==> config.mk <==
export PLATFORM = sky130hd
export DESIGN_NAME = mac4x4_feeder
export DESIGN_NICKNAME = d
export VERILOG_FILES = /design/src/rtl/mac4x4_feeder.sv
export SDC_FILE = /design/constraint.sdc
export NUM_CORES = 1
export LEC_CHECK = 0
export BUFFER_PORTS_ARGS = -buffer_cell sky130_fd_sc_hd__buf_4
export CORE_MARGIN = 2
export CORE_UTILIZATION = 50
export DETAILED_ROUTE_END_ITERATION = 7
export GPL_TIMING_DRIVEN = 0
export PLACE_DENSITY = 0.79
export SYNTH_ARGS = -nofsm -noshare
export SYNTH_HDL_FRONTEND = slang
export SYNTH_SLANG_ARGS = --single-unit
export TNS_END_PERCENT = 20
==> constraint.sdc <==
create_clock -name clk -period 4.17 [get_ports clk]
set_input_delay 0 -clock clk [delete_from_list [all_inputs] [get_ports clk]]
set_output_delay 0 -clock clk [all_outputs]
set_load 0.01 [all_outputs]
==> src/rtl/mac4x4_feeder.sv <==
// mac4x4_feeder: loads 4 weight rows into the MAC4x4 array, then streams diagonally skewed activation
// vectors and pulses done once the array has drained. Define FEEDER_WREUSE_EN to let a job start
// straight from IDLE with an activation vector, reusing the weights already resident in the array.
module mac4x4_feeder #(
    parameter int N          = 4,
    parameter int DW         = 8,
    parameter int DONE_DELAY = 7
) (
    input  logic            clk,
    input  logic            rst,
    input  logic            s_wvalid,
    output logic            s_wready,
    input  logic [N*DW-1:0] s_wdata,
    input  logic            s_avalid,
    output logic            s_aready,
    input  logic [N*DW-1:0] s_adata,
    input  logic            s_alast,
    output logic            w_load,
    output logic [1:0]      wrow,
    output logic [N*DW-1:0] wdata,
    output logic [N*DW-1:0] idata,
    output logic [N-1:0]    icol_valid,
    output logic            busy,
    output logic            done,
    output logic [15:0]     vec_cnt
);
    localparam int BW = N * DW;
    localparam logic [7:0] DRAIN_LAST = 8'(N - 2 + DONE_DELAY);

    typedef enum logic [1:0] {IDLE, LOAD_W, STREAM, DRAIN} state_t;

    state_t        state;
    logic [1:0]    row_cnt;
    logic [7:0]    drain_cnt;
    logic          w_acc;
    logic          a_acc;
    logic [BW-1:0] line_in;
    logic [BW-1:0] sk_data [N-1];
    logic [N-2:0]  sk_vld;

    // handshakes: weights are taken before streaming, activations only while streaming (or from IDLE when reusing weights)
    always_comb begin
        s_wready = (state == IDLE) || (state == LOAD_W);
`ifdef FEEDER_WREUSE_EN
        s_aready = (state == STREAM) || (state == IDLE && !s_wvalid);
`else
        s_aready = (state == STREAM);
`endif
        w_acc    = s_wvalid && s_wready;
        a_acc    = s_avalid && s_aready;
        line_in  = a_acc ? s_adata : '0;
        busy     = (state != IDLE);
    end

    // job sequencing, weight write-through, vector count and drain timer
    always_ff @(posedge clk) begin
        if (rst) begin
            state     <= IDLE;
            row_cnt   <= '0;
            drain_cnt <= '0;
            w_load    <= 1'b0;
            wrow      <= '0;
            wdata     <= '0;
            done      <= 1'b0;
            vec_cnt   <= '0;
        end else begin
            w_load <= w_acc;
            done   <= 1'b0;
            if (w_acc) begin
                wrow    <= row_cnt;
                wdata   <= s_wdata;
                row_cnt <= row_cnt + 2'd1;
            end
            if (a_acc)
                vec_cnt <= (state == IDLE) ? 16'd1 : vec_cnt + {15'd0, vec_cnt != 16'hFFFF};
            case (state)
                IDLE: begin
                    if (w_acc) begin
                        state   <= LOAD_W;
                        vec_cnt <= '0;
                    end else if (a_acc) begin
                        state <= s_alast ? DRAIN : STREAM;
                    end
                end
                LOAD_W: if (w_acc && row_cnt == 2'd3) state <= STREAM;
                STREAM: if (a_acc && s_alast) state <= DRAIN;
                DRAIN: begin
                    drain_cnt <= (drain_cnt == DRAIN_LAST) ? 8'd0 : drain_cnt + 8'd1;
                    if (drain_cnt == DRAIN_LAST) begin
                        state <= IDLE;
                        done  <= 1'b1;
                    end
                end
                default: state <= IDLE;
            endcase
        end
    end

    // skew line: column j of a vector reaches idata j+1 cycles after acceptance; idle cycles travel as zero bubbles
    always_ff @(posedge clk) begin
        if (rst) begin
            sk_data    <= '{default: '0};
            sk_vld     <= '0;
            idata      <= '0;
            icol_valid <= '0;
        end else begin
            sk_data[0] <= line_in;
            sk_vld[0]  <= a_acc;
            for (int i = 1; i < N - 1; i++) begin
                sk_data[i] <= sk_data[i-1];
                sk_vld[i]  <= sk_vld[i-1];
            end
            idata[BW-1 -: DW] <= line_in[BW-1 -: DW];
            icol_valid[0]     <= a_acc;
            for (int j = 1; j < N; j++) begin
                idata[BW-1-DW*j -: DW] <= sk_data[j-1][BW-1-DW*j -: DW];
                icol_valid[j]          <= sk_vld[j-1];
            end
        end
    end
endmodule
# After elaboration in Yosys (flattened, before gate mapping)
# Cells that the tools add are included.
# classes
n_addsub	3
mul	0
n_div	0
magnitude_cmp	0
n_eq_ne	10
shift	0
mux	14
n_bitwise	2
reduce_logical	10
# ops
operator	n
16-bit 2-to-1 mux	4
32-bit 2-to-1 mux	1
16-bit by 1-bit adder with 16-bit output	1
16-bit inequality test, second input constant	1
2-bit 2-to-1 mux	5
8-bit by 1-bit adder with 8-bit output, second input constant	1
8-bit by 4-bit == test with 1-bit output, second input constant	1
8-bit 2-to-1 mux	1
2-bit one-hot mux with 4 select lines	1
2-bit == test, second input constant	3
1-bit logical AND	4
2-bit by 1-bit inequality test with 1-bit output, second input constant	2
4-bit AND reduction	1
2-bit OR reduction	2
3-bit inequality test, second input constant	1
2-bit by 1-bit adder with 2-bit output, second input constant	1
2-bit by 1-bit == test with 1-bit output, second input constant	1
2-bit logical NOT	1
1-bit 2-to-1 mux	2
2-bit inequality test, second input constant	1
1-bit inverter	2
2-bit nonzero test	1
1-bit logical OR	1
# totals
reg_bits	151
latchBits	0
mem_bits_rw	0
mem_bits_ro	0
mem_count	0

# Logic depth before layout (Yosys ltp)
# logic_depth
ltp_word	6
depth_mapped	8

# Least setup slack after synthesis
# No wires, ideal clock.
# synth_timing
path_kind	register to register
from	register vec_cnt[7]
to	register vec_cnt[14]
arrival_ps	1848
slack_ps	2251
stages_incl_launch_ff	9
synth_period_minus_slack_ps	1919
path_cell_list	dfxtp_1 -> nand4_1 -> nor2_1 -> nand4_1 -> ha_1 -> nand3_1 -> nor4_2 -> a31o_2 -> a21oi_1
# synth_via
elab_chain_len	6
# synth_rtl
item	line_no	rtl
start: declaration	25	output logic [15:0] vec_cnt
start signal: assignment	75	vec_cnt <= (state == IDLE) ? 16'd1 : vec_cnt + {15'd0, vec_cnt != 16'hFFFF};
16-bit inequality test	75	
16-bit by 1-bit adder with 16-bit output *	75	
16-bit 2-to-1 mux *	75	
16-bit 2-to-1 mux *	74	if (a_acc)
16-bit 2-to-1 mux	78	if (w_acc) begin
16-bit 2-to-1 mux *	76	case (state)
# Every way passes the cells marked *; elsewhere a longest branch is shown, timed or not.
# A chain may end at the register's enable or synchronous reset.

# Worst setup path after layout
# layout_timing
from	register vec_cnt[5]
to	register vec_cnt[0]
# layout_via
elab_chain_len	6
# layout_rtl
item	line_no
16-bit inequality test *	75
16-bit by 1-bit adder with 16-bit output *	75
16-bit 2-to-1 mux *	75
16-bit 2-to-1 mux *	74
16-bit 2-to-1 mux	78
16-bit 2-to-1 mux *	76
# Marks and branches as above.

==> flow_summary.toml <==
[critical_path]
slowest_stage = "dlygate4sd3_1"
cp_top_family = "simple AND/OR/NAND/NOR gates"
reg2reg_depth = 7
cpPeakStageDelay_ns = 0.60
ff2ff_setup_slack_ns = 1.76
crit_path_frequent_cell = "nand4_1"
timing.critical_path.buf_inv = 1
critical_path.endpoint_type = "register"
worstSetupPathType = "reg2reg"
r2r-end = "vec_cnt[0]"
path_cells = "nand4_1 > nor2_1 > nand4_1 > ha_1 > nor3_1 > a2111oi_0 > dlygate4sd3_1"
arrival_ns = 2.86
worstPathMaxFanout = 5
r2r-start = "vec_cnt[5]"
worst-endpoint-required_ns = 4.62
worstSetupStartpointType = "register"

[floorplan]
core_um2 = 9640
pin_count = 160
die-area_um2 = 10600
fp.dieW_um = 103
initial_core_util_pct = 50.8
fp.dieH_um = 103
core.rowCount = 36

[yosys]
async_reset_ff_share_pct = 0
synth_edf_count = 0
synthDistinctLibCells = 38
syn_inst = 498
synthAdderAreaFrac_pct = 2.30
synth-compound-area-share_pct = 6.49
synthSimpleGateAreaFrac_pct = 24.2
synth.area.top_cells = "dfxtp_1 61%, nor2b_1 6.6%, nand2_1 6.1%"
ys_seq_area_share_pct = 60.5
synth_top_family_by_area = "simple AND/OR/NAND/NOR gates"
synth_top_cell_area_share_pct = 60.5
ys.flop_type = "dfxtp_1"
avgSynthCellArea_um2 = 9.83
synth-xor-area-share_pct = 3.04
yosysWarnings = 0
synth_nets = 576
muxShareOfSynthArea_pct = 0.460
yosys_register_bits = 148
synth_top_cell_by_area = "dfxtp_1"
syn-cell-area_um2 = 4900

[final_layout]
final_util_pct = 77.8
drive_above_1_share_pct = 26.6
diodes = 0
final_cell_mix = "157 x buf_4, 148 x dfxtp_1, 80 x nand2_1, 68 x dlygate4sd3_1, 52 x nor2b_1"
layout.nets = 820
syn_to_final_growth_pct = 53.2
layout_commonest_cell = "buf_4"
design_area_um2 = 7500

[timing]
holdWs_ns = 0.188
setup_viol = 0
skew_ns = 0.00948
maxSlewViolCount = 0
tightest_slew_ns = 0.557
final_hold_viol_count = 0
min_period_ns = 2.41
rsz0062_at_grt = "no"
tns_ns = 0
period_share_pct = 57.8
maxSlewHeadroom_pct = 62.8
max_freq_mhz = 415

[pwr]
power_leakage_nw = 3.23
ir_drop_mv = 0.356
total_power_mw = 3.68
p_per_area_nw_per_um2 = 491

[drt]
drtPass1Iterations = 4
drt_iter0_markers = 85
vias_per_cell = 4.68
wl_mm = 11.6
dr_total_vias = 4152
wire_per_inst_um = 13.1
drc = 0
ant_nets = 0

[global_routing]
grtUsageMet1_pct = 24.6
grtUsageMet3_pct = 7.39
track_usage_pct = 22.0
grt_pass1_vias = 4035
antenna_found_initial = 0
met2_usage_pct = 37.9
grt_max_degree = 17
grt-ovfl-total = 0
grt_pass1_wl_mm = 18.0
busiest_layer = "met2"

[cts]
cts.repair.resized = 0
cts_buffers = 17
clock_latency_ns = 0.52
clockRootBuffer = "clkbuf_8"
clkSinkCount = 148
cts_tree = "built"
clk_pin_slew_worst_paths_ns = 0.06
htree_levels = 4
cts_buffer_depth = 2

[outcome]
status = "completed"

[placed_design]
hpwl_mm = 7.39
port_buffers = 157
place_congestion = 0.824
dpl_cell_area_um2 = 6240

[worst_hold_path]
whs_path_depth = 3
hold_path.class = "in2reg"
hold_end = "idata[10]"
hp-start = "rst"

[run]
cap_violations = 0
## worst max-delay path by stage
stage	endpoint	from	slack, ns	cells past startpoint
2_1_floorplan	vec_cnt[14]	vec_cnt[7]	2.25	8
3_3_place_gp	vec_cnt[14]	vec_cnt[7]	2.08	8
3_5_place_dp	vec_cnt[14]	vec_cnt[7]	2.00	8
4_1_cts	vec_cnt[0]	vec_cnt[5]	1.77	7
5_1_grt	vec_cnt[0]	vec_cnt[4]	1.59	7
6_report	vec_cnt[0]	vec_cnt[5]	1.76	7
## cell type report
class,instances,area (um^2)
plain buffers,25,111
clock buffers,22,483
clock inverters,10,96.3
fillers,630,2140
inverters,10,37.5
multi-input cells,315,1780
flip-flops and latches,148,2960
well taps,133,166
repair buffers,225,1860
## layer usage
metal / share of wire (%) / vias to the layer above
li1: - / 2097
met1: 40 / 1899
met2: 51 / 127
met3: 6.1 / 29
met4: 2.4 / 0
met5: 0 / -
## sequential cells by signal (all words and copies together) (netlist names)
| name | flops |
|---|---|
| wrow | 2 |
| state | 2 |
| sk_data | 48 |
| drain_cnt | 8 |
| w_load | 1 |
| vec_cnt | 16 |
| wdata | 32 |
| done | 1 |
| icol_valid | 4 |
| idata | 32 |
| row_cnt | 2 |
## power by group
group          internal (mW)  total (mW)  leakage [nW]  switching (mW)
combinational          0.321       0.673          1.75           0.352
sequential              1.52        1.57          1.20          0.0541
clock                  0.874        1.44         0.281           0.563
total                   2.72        3.68          3.23           0.969
## synth_stat cells, types with 2 or more instances
cell,count
clkbuf_1,17
buf_2,2
xor2_1,5
o21ai_0,2
nor2b_1,52
xnor2_1,12
nand3_1,8
and3_1,2
a31o_2,2
buf_1,3
nand2_1,80
nand4_1,10
and2_1,33
nor3_1,6
or3_1,2
mux2_1,2
ha_1,9
nor2_1,31
inv_1,10
o21bai_1,2
a21oi_1,43
nor4_1,2
dfxtp_1,148
## what timing repair did
| item | CTS | global route |
|---|---|---|
| hold buffers | 68 | 0 |
| buffers inserted | 0 | 0 |
| endpoints found under the hold margin | 68 | 0 |
## tightest hold or removal path, cell delays in order
cell and delay, ns:
clkbuf_1 0.24, clkbuf_1 0.29, nor2b_1 0.14
## through the flow
stage	worst slack (ns)	instances
after global placement	2.08	788
after CTS	1.77	888
final	1.76	888
after global routing	1.59	888
after detailed placement	2.00	788
after floorplan	2.25	498
## kinds of logic (layout without fill, tap and decap cells)
family / Yosys count / in the layout
xor+xnor: 17 / 17
flops: 148 / 148
mux: 2 / 2
fa+ha+maj: 9 / 9
simple gates: 231 / 231
compound gates: 56 / 56
buf+inv: 35 / 292
(Power assumes the default switching activity.)
